[config.mk]
export PLATFORM = sky130hd
export DESIGN_NAME = task_dispatch_scheduler
export DESIGN_NICKNAME = d
export VERILOG_FILES = /design/src/rtl/task_dispatch_scheduler.sv
export SDC_FILE = /design/constraint.sdc
export NUM_CORES = 1
export LEC_CHECK = 0
export ABC_CLOCK_PERIOD_IN_PS = 7000
export BUFFER_PORTS_ARGS = -buffer_cell sky130_fd_sc_hd__buf_2
export CORE_MARGIN = 2
export CORE_UTILIZATION = 45
export DETAILED_ROUTE_END_ITERATION = 12
export GPL_ROUTABILITY_DRIVEN = 0
export GPL_TIMING_DRIVEN = 0
export PLACE_DENSITY_LB_ADDON = 0.15
export SLEW_MARGIN = 0
export SYNTH_ARGS = -nofsm -noshare
export SYNTH_HDL_FRONTEND = slang
export SYNTH_SLANG_ARGS = --single-unit
[constraint.sdc]
create_clock -name clk -period 7 [get_ports clk]
set_input_delay 0.7 -clock clk [delete_from_list [all_inputs] [get_ports clk]]
set_output_delay 0.7 -clock clk [all_outputs]
set_load 0.02 [all_outputs]
[src/rtl/task_dispatch_scheduler.sv]
// Round-robin task arbiter that dispatches each granted task to the least-loaded server.
// Optional statistics counters are built when DISPATCH_STATS_EN is defined.
module task_dispatch_scheduler #(
    parameter int NUM_REQ  = 4,
    parameter int NUM_SRV  = 3,
    parameter int CNT_W    = 4,
    parameter int MAX_LOAD = 7,
    parameter int TRIG_LVL = 3
) (
    input  logic                     clk,
    input  logic                     reset,
    input  logic [NUM_REQ-1:0]       req_valid,
    output logic [NUM_REQ-1:0]       req_ready,
    input  logic [NUM_SRV-1:0]       srv_done,
    output logic                     dispatch_valid,
    output logic [1:0]               dispatch_srv,
    output logic [2:0]               dispatch_req,
    output logic [NUM_SRV*CNT_W-1:0] srv_load,
    output logic                     trigger,
    output logic                     overload,
    output logic                     busy,
    output logic [15:0]              stat_dispatched,
    output logic [15:0]              stat_stall_cyc
);

    localparam int REQ_W = (NUM_REQ > 1) ? $clog2(NUM_REQ) : 1;
    localparam int SRV_W = $clog2(NUM_SRV);
    localparam logic [CNT_W-1:0] MAX_L    = CNT_W'(MAX_LOAD);
    localparam logic [CNT_W-1:0] TRIG_L   = CNT_W'(TRIG_LVL);
    localparam logic [REQ_W-1:0] LAST_REQ = REQ_W'(NUM_REQ - 1);

    typedef enum logic [1:0] {IDLE, GRANT, STALL, DISPATCH} state_t;

    state_t           state, state_nxt;
    logic [REQ_W-1:0] rr_ptr, winner, arb_idx;
    logic [SRV_W-1:0] sel_srv, min_idx;
    logic [CNT_W-1:0] min_val;
    logic [CNT_W-1:0] load     [NUM_SRV];
    logic [CNT_W-1:0] load_nxt [NUM_SRV];
    logic             trig_any, trig_all;
    int               cand;

    // Rotating priority search starting at rr_ptr.
    // NOTE: every combinational output gets a default first so no path can infer a latch.
    always_comb begin
        arb_idx = '0;
        cand    = 0;
        for (int k = NUM_REQ - 1; k >= 0; k--) begin
            cand = int'(rr_ptr) + k;
            if (cand >= NUM_REQ) cand = cand - NUM_REQ;
            if (req_valid[cand[REQ_W-1:0]]) arb_idx = cand[REQ_W-1:0];
        end
    end

    // Strict '<' keeps ties on the lowest-index server.
    always_comb begin
        min_val = load[0];
        min_idx = '0;
        for (int s = 1; s < NUM_SRV; s++) begin
            if (load[s] < min_val) begin
                min_val = load[s];
                min_idx = SRV_W'(s);
            end
        end
    end

    // A dispatch and a done on the same server cancel out.
    always_comb begin
        for (int s = 0; s < NUM_SRV; s++) begin
            load_nxt[s] = load[s];
            if (state == DISPATCH && sel_srv == SRV_W'(s)) begin
                if (!srv_done[s] && load[s] < MAX_L) load_nxt[s] = load[s] + 1'b1;
            end else if (srv_done[s] && load[s] != '0) begin
                load_nxt[s] = load[s] - 1'b1;
            end
        end
    end

    always_comb begin
        trig_any = 1'b0;
        trig_all = 1'b1;
        for (int s = 0; s < NUM_SRV; s++) begin
            if (load[s] >= TRIG_L) trig_any = 1'b1;
            else                   trig_all = 1'b0;
        end
    end

    always_comb begin
        state_nxt = state;
        case (state)
            IDLE:     if (|req_valid) state_nxt = GRANT;
            GRANT:    state_nxt = (min_val < MAX_L) ? DISPATCH : STALL;
            STALL: begin
                if (!req_valid[winner])   state_nxt = IDLE;
                else if (min_val < MAX_L) state_nxt = DISPATCH;
            end
            DISPATCH: state_nxt = IDLE;
            default:  state_nxt = IDLE;
        endcase
    end

    // NOTE: sequential state uses non-blocking assignments so every register samples pre-edge values.
    always_ff @(posedge clk or posedge reset) begin
        if (reset) state <= IDLE;
        else       state <= state_nxt;
    end

    // NOTE: the small load array is reset explicitly; it is a register file, not a RAM.
    always_ff @(posedge clk or posedge reset) begin
        if (reset) begin
            rr_ptr   <= '0;
            winner   <= '0;
            sel_srv  <= '0;
            trigger  <= 1'b0;
            overload <= 1'b0;
            for (int s = 0; s < NUM_SRV; s++) load[s] <= '0;
        end else begin
            if (state == IDLE && |req_valid) winner <= arb_idx;
            if (state == GRANT || state == STALL) sel_srv <= min_idx;
            if (state == DISPATCH) rr_ptr <= (winner == LAST_REQ) ? '0 : winner + 1'b1;
            for (int s = 0; s < NUM_SRV; s++) load[s] <= load_nxt[s];
            trigger  <= trig_any;
            overload <= trig_all;
        end
    end

    always_comb begin
        req_ready      = '0;
        dispatch_valid = 1'b0;
        dispatch_srv   = '0;
        dispatch_req   = '0;
        if (state == DISPATCH) begin
            dispatch_valid    = 1'b1;
            req_ready[winner] = 1'b1;
            dispatch_srv      = 2'(sel_srv);
            dispatch_req      = 3'(winner);
        end
    end

    assign busy = (state != IDLE);

    for (genvar g = 0; g < NUM_SRV; g++) begin : g_pack
        assign srv_load[g*CNT_W +: CNT_W] = load[g];
    end

`ifdef DISPATCH_STATS_EN
    always_ff @(posedge clk or posedge reset) begin
        if (reset) begin
            stat_dispatched <= '0;
            stat_stall_cyc  <= '0;
        end else begin
            if (state == DISPATCH) stat_dispatched <= stat_dispatched + 16'd1;
            if (state == STALL && stat_stall_cyc != 16'hFFFF) stat_stall_cyc <= stat_stall_cyc + 16'd1;
        end
    end
`else
    assign stat_dispatched = '0;
    assign stat_stall_cyc  = '0;
`endif

endmodule

[Yosys cells after proc, flatten, opt, wreduce, memory -nomap -nowiden]
Index checks and enable logic that the tools add are counted.
Storage, ports and cells
  register bits after elaboration: 22
  word-level logic and storage cells: 130
Cells by class
  add/sub/neg operators: 14
  magnitude comparators: 19
  eq/ne operators: 11
  multiplexer cells: 48
  reduce and logical (&&, ||, !) cells: 29
Operators with widths (number)
  $mux 4: 12
  $mux 2: 15
  $lt 4x3->1 const B: 4
  $lt 2x3->1 const B: 5
  $mux 1: 14
  $add 4x1->4 const B: 3
  $ge 4x2->1 const B: 3
  $reduce_bool 4->1: 3
  $sub 4x1->4 const B: 3
  $logic_and 1x1->1: 11
  $bmux 1 s2: 5
  $ge 3x3->1 const B: 3
  $eq 2x2->1 const B: 4
  $lt 4x4->1: 2
  $ne 2x1->1 const B: 4
  $pmux 2 s4: 1
  $reduce_and 2->1: 4
  $reduce_bool 2->1: 4
  $sub 2x1->2 const B: 4
  $add 2x2->3 const B: 2
  $eq 2x1->1 const B: 2
  $logic_not 2->1: 2
  $reduce_or 4->1: 1
  $add 2x1->3 const B: 1
  7 further kinds: 9

[Logic depth before layout (Yosys ltp)]
Gate-level depths: netlist (run 1).
  depth in word-level cells: 9
  depth in mapped cells: 13
  depth with buffers taken out: 13

[Least setup slack after synthesis (run 1)]
OpenSTA, ideal clock, no wires.
  path type: register -> register
  start: register load, in the netlist srv_load[1]
  end: register state[1]
  arrival: 3.048 ns
  required time: 6.934 ns
  setup slack: 3.885 ns
  cell stages (with the launch flop): 14
  buffers on the path: 0
  clock period less this slack: 3.115 ns
  cells stage by stage: dfrtp_1 -> inv_1 -> ha_1 -> inv_1 -> o21a_1 -> nor2_1 -> mux2i_1 -> ha_1 -> a21oi_1 -> o21bai_1 -> or4_4 -> o221ai_2 -> a21o_1 -> a41o_1
Between the ends
  longest elaborated chain between the ends: 7
Ends and longest elaborated chain
  start: declaration: RTL line 38  | logic [CNT_W-1:0] load [NUM_SRV];
  $lt 4x4->1: RTL line 60  | if (load[s] < min_val) begin
  $mux 4 *: RTL line 60
  $lt 4x4->1: RTL line 60
  $mux 4 *: RTL line 60
  $lt 4x3->1 *: RTL line 95  | else if (min_val < MAX_L) state_nxt = DISPATCH;
  $ne 3x3->1 (no source line) *
  $reduce_and 2->1 (no source line) *
  end signal: assignment: RTL line 105  | else state <= state_nxt;
  end: declaration: RTL line 34  | state_t state, state_nxt;
Mark *: on every way between the ends. The rest lies on a longest branch, timed or not.
A chain may end at the register's enable or synchronous reset.

[Final worst setup path (run 1)]
  start: register load, in the netlist srv_load[2]
  end: register state[1]
Same word-level chain as after synthesis.

==> run metrics, run 1 <==
drc violations 0; Worst-path clk slew 0.08 ns; synth top area cells dfrtp_1 27%, ha_1 14%, buf_4 12%; slack of the worst reg-to-reg path 3.65 ns; CTS tree done; CP max FO 7; Fmax 0.2989 GHz; total global routing overflow 0; Antenna Diode Count 0; period utilization 47.79%; DR WL/cell 10.72 um; fin crit period 3.346 ns; Worst Skew 0.002446 ns; Area Overhead vs Synth 19.78%; vias in the first global route 1399; HP Start sel_srv[1]; post-synthesis mux area share 4.265%; Die Wd 71.07 um; number of setup buffers added after CTS 0; Crit path required time 7.20 ns; Primary FF master, synth dfrtp_1; CTS H-tree depth 1; top cell type by total area after synthesis dfrtp_1; CTS Sinks 22; mapped cell area 2024 um2; setup slack after layout 3.654 ns; Area after DPL 2370 um2; root buffer cell clkbuf_8; yosys synthesis warning count 0; Die Y 71.07 um; Compound-Gate Fraction of Synth Area 15.27%; Worst Setup Start Kind register; Seq cells post-synth 22; P_leak 0.001253 uW; Pwr Total 1115 uW; Post-synth EDFFs 0; worst skew pair latency 0.26 ns; hpwl dp 2.922 mm; Critical Path End Type register; dpl ws 3.673 ns; initial antenna violation count 0; XOR/XNOR Fraction of Synth Area 5.192%; total track usage 15.39%; first-pass GRT wire length 6.313 mm; TNS Setup 0 ns; status finished, final reports clean; R2R depth 13; Finished Cell Area 2425 um2; worst slew pin tran 0.8343 ns; number of buffers created by CTS 3; Pre-Repair DR Iteration Count 4; WL final 3.635 mm; DR vias 1584; worst hold path cell count 1; Pwr Density 459.9 nW/um2; endpoints failing hold 0; Peak VDD IR 248.0 uV; Max-slew headroom 44.32%; Adder-Cell Fraction of Synth Area 16.56%; Via-to-Cell Ratio 4.673; final setup fails 0; worst reg2reg path startpoint srv_load[2]; core region area 4354 um2; largest family of logic cells by synthesized area adder cells; r2r endpoint state[1]; Synth top area share 27.19%; hold buffer count at cts 0; Buffers on Ports 32; Distinct cells, synth 43; max-slew violations 0; HP Class reg2reg; die area 5051 um2; deepest clock path buffer count 2; filler cell count 432; area share of and/or/nand/nor cells after synthesis 16.07%; Initial Util 46.49%; unrepaired setup endpoints after global routing no; largest net degree at the start of global routing 23; DR iter-0 viols 35; asr flop ratio synth 100.0%; sequential share of the synthesized area 27.19%; post-synthesis average cell area 9.244 um2; critical path class reg2reg; Max Cap Violations 0; IO Pins 66; Synth Instances 219; post-route ant nets 0; CTS resizes 0; fin nets 322; fin cells 339; crit path DAT 3.55 ns; num rows 24; placed cells 335; layout cells sized above 1 29.27%; hold endpoint sel_srv[1]
==> layout make-up <==
class	count	area, um2	area share, %
well taps	52	65.06	2.683
flip-flops and latches	22	550.5	22.70
clock buffers	4	55.05	2.270
multi-input cells	180	1285	52.99
inverters	14	52.55	2.167
repair buffers	32	160.2	6.605
plain buffers	35	256.5	10.58
==> registers in the layout, summed over array words and instances, names as in the netlist <==
signal	cells
overload	1
rr_ptr	2
sel_srv	2
srv_load	12
state	2
trigger	1
winner	2
==> stage by stage <==
stage	utilization, %	hold slack (ns)
after floorplan	-	0.4734
after global placement	54.43	0.4993
after detailed placement	54.43	0.5028
after CTS	55.69	0.5221
after global routing	55.69	0.5507
final	55.69	0.5275
==> per-layer routing <==
layer | up-vias | track usage [%] | wire (um)
met2 | 50 | 25.55 | 1667
li1 | 827 | - | -
met4 | 0 | 3.145 | 20
met1 | 705 | 20.43 | 1704
met3 | 2 | 3.989 | 244
met5 | - | 0 | 0
==> worst max-delay path by stage <==
stage,from,end,slack (ns),depth (start not counted)
2_1_floorplan,srv_load[1],state[1],3.89,13
3_3_place_gp,srv_load[1],state[1],3.72,13
3_5_place_dp,srv_load[2],state[1],3.67,13
4_1_cts,srv_load[2],state[1],3.64,13
5_1_grt,srv_load[2],state[1],3.36,13
6_report,srv_load[2],state[1],3.65,13
==> power by group <==
| part | total (uW) | internal [uW] | switching (uW) |
|---|---|---|---|
| logic | 719 | 324 | 395 |
| clock network | 91.2 | 50.1 | 41.1 |
| registers | 305 | 192 | 112 |
| total | 1120 | 567 | 549 |
==> placed cells by master, fill, tap and decap left out, drive strengths merged, types with 5 or more instances in the layout <==
cell / count
buf: 66
conb: 33
ha: 22
dfrtp: 22
inv: 14
a21oi: 14
nand2: 12
nand3: 9
xnor2: 9
nor2: 8
and2: 8
o21ai: 7
nand2b: 7
a21o: 6
clkbuf: 5
==> worst max-delay path, stage by stage, from the launching register on <==
cell      delay, ns
dfrtp_1        0.47
inv_1          0.10
ha_1           0.29
o21ai_0        0.23
nor2b_1        0.32
nor2_1         0.17
mux2i_1        0.20
ha_1           0.27
a21oi_1        0.16
o21bai_1       0.12
or4_4          0.56
o221ai_2       0.09
a21o_1         0.14
a41o_1         0.16
==> cell families after synthesis <==
| family | Yosys count |
|---|---|
| AO/OA/AOI/OAI | 44 |
| XOR/XNOR | 12 |
| adder cells (fa/ha/maj) | 25 |
| buffers and inverters | 49 |
| flip-flops | 22 |
| multiplexers | 7 |
| other | 1 |
| AND/OR/NAND/NOR | 59 |
==> synthesized netlist by cell type (all sizes together), types with 2 or more instances <==
library cell  number
mux2i              3
inv               14
xnor2              9
nor2               8
a21oi             14
a211oi             3
nor3               4
nor2b              2
a21o               6
o21ai              7
xor2               3
ha                22
buf               34
nand3b             2
dfrtp             22
mux2               3
o31ai              3
nand2b             7
o22ai              3
and2               8
fa                 3
o21a               2
or4                4
nand3              9
nand2             12
Note: power is estimated with default switching activity, not from simulation.
==> inputs of run 2 (changes only) <==
ABC_CLOCK_PERIOD_IN_PS = 3180   (was 7000)
clock period = 3.18 ns   (was 7 ns; I/O delays follow)
==> run metrics, run 2 (same netlist as run 1, synthesis figures left out) <==
commonest non-fill, non-tap cell in the layout buf_4; drc violations 0 (unchanged); Max Cap Violations 0 (unchanged); endpoints failing hold 0 (unchanged); DR vias 1604 (+1.3%); Initial Util 46.49% (unchanged); Buffers on Ports 32 (unchanged); Antenna Diode Count 0 (unchanged); Int Power 1378 uW (+140%); filler cell count 423 (-2.1%); DR iter-0 viols 39 (+11%); Die Y 71.07 um (unchanged); Area Overhead vs Synth 25.03%; sw frac 47.70% (-1.5 points); Worst Skew 0.003007 ns (+0.0005612 ns); Die Wd 71.07 um (unchanged); Area after DPL 2370 um2 (unchanged); Final Util 58.13% (+2.4 points); CTS Sinks 22 (unchanged); P_leak 0.001310 uW (+4.5%); DR WL/cell 10.75 um (+0.27%); Pre-Repair DR Iteration Count 4 (unchanged); Met2 Routed Length 1.734 mm (+4.0%); core region area 4354 um2 (unchanged); number of buffers created by CTS 3 (unchanged); hpwl dp 2.922 mm (unchanged); fin crit period 3.016 ns (-0.3293 ns); CTS tree done; Flop pwr share 24.8% (-2.5 points); Worst-path clk slew 0.08 ns (about the same); clock share of power 7.6% (-0.6 points); Worst Setup Start Kind register; Fmax 0.3315 GHz (+11%); combinational power share 67.6% (+3.1 points); Peak VDD IR 658.4 uV (+170%); root buffer cell clkbuf_8; total global routing overflow 0 (unchanged); met3 routed WL 231 um (-5.3%); WL final 3.763 mm (+3.5%); deepest clock path buffer count 2 (unchanged); CP max FO 7 (unchanged); IO Pins 66 (unchanged); worst slew pin tran 0.8259 ns (-0.008371 ns); hold buffer count at cts 0 (unchanged); max-slew violations 0 (unchanged); switching power 1257 uW (+130%); crit path DAT 3.22 ns (-0.33 ns); most frequent cells in the layout 44 x buf_4, 33 x buf_2, 33 x conb_1; layout cells sized above 1 34.90% (+5.6 points); initial antenna violation count 0 (unchanged); Via-to-Cell Ratio 4.583 (-1.9%); num rows 24 (unchanged); critical path class reg2reg; Pwr Total 2635 uW (+140%); largest net degree at the start of global routing 23 (unchanged); Finished Cell Area 2531 um2 (+4.4%); post-route ant nets 0 (unchanged); Critical Path End Type register; Max-slew headroom 44.88% (+0.56 points); die area 5051 um2 (unchanged); hold slack final 0.2058 ns (-0.3217 ns); wl on met1 1.775 mm (+4.2%); vias in the first global route 1400 (+0.071%); status finished, final reports clean; HP Class in2async; CTS H-tree depth 1 (unchanged); TNS Setup 0 ns (unchanged); total track usage 15.42% (+0.030 points); fin nets 333 (+3.4%); max reg flops 12 (unchanged); final setup fails 0 (unchanged); period utilization 94.85% (+47 points); worst skew pair latency 0.26 ns (about the same); first-pass GRT wire length 6.327 mm (+0.22%); Crit path required time 3.38 ns (-3.82 ns); DR top layer met4; Pwr Density 1041 nW/um2 (+130%)
## run 2: critical path, stage by stage (launching register included)
cell and delay, ns:
dfrtp_2 0.46, ha_1 0.25, nor3_1 0.24, o21a_2 0.25
nor2_4 0.07, mux2i_1 0.17, ha_1 0.27, a21oi_1 0.16
o21bai_1 0.13, or4_4 0.57, o221ai_2 0.09, a21o_1 0.14
a41o_1 0.16
## run 2: what timing repair did
item | in CTS | in global routing
setup buffers | 0 | 11
resized for setup | 5 | 7
endpoints found under the setup margin | 3 | 3
cloned | 0 | 0
## run 2: power by group through the flow
stage | registers (uW) | clock network, uW | logic [uW]
after floorplan | 723 | 0 | 1170
after global placement | 677 | 0 | 1560
after detailed placement | 680 | 0 | 1590
after CTS | 676 | 210 | 1630
after global routing | 687 | 221 | 2010
final | 652 | 201 | 1780
## run 2: cell type report
class | instances | area [um2] | area share [%]
multi-input combinational | 180 | 1301 | 51.41
sequential | 22 | 558.0 | 22.05
clock buffer | 4 | 55.05 | 2.175
inverter | 14 | 52.55 | 2.076
tap | 52 | 65.06 | 2.570
timing repair buffer | 43 | 242.7 | 9.590
buffer | 35 | 256.5 | 10.13
## run 2: per-stage QoR
step	worst slack, ns	cells
global placement	-0.1048	335
global route	-0.01123	350
CTS	0.006763	339
floorplan	0.06548	251
detailed placement	-0.1466	335
finish	0.1637	350
## run 2: metal layers
metal	GRT usage (%)	vias up
met1	20.52	711
li1	-	850
met2	25.55	41
met5	0	-
met3	3.989	2
met4	3.145	0
## run 2: final timing paths
path / cells after the start / slack (ns) / endpoint / startpoint
max reg2reg: 12 / 0.16 / state[1] / srv_load[7]
min in group clk: 3 / 0.41 / winner[0] / req_valid[3]
min reg2reg: 1 / 0.52 / sel_srv[1] / sel_srv[1]
max in group asynchronous: 2 / 2.41 / srv_load[1] / reset
min: 2 / 0.21 / rr_ptr[1] / reset
max: 12 / 0.16 / state[1] / srv_load[7]
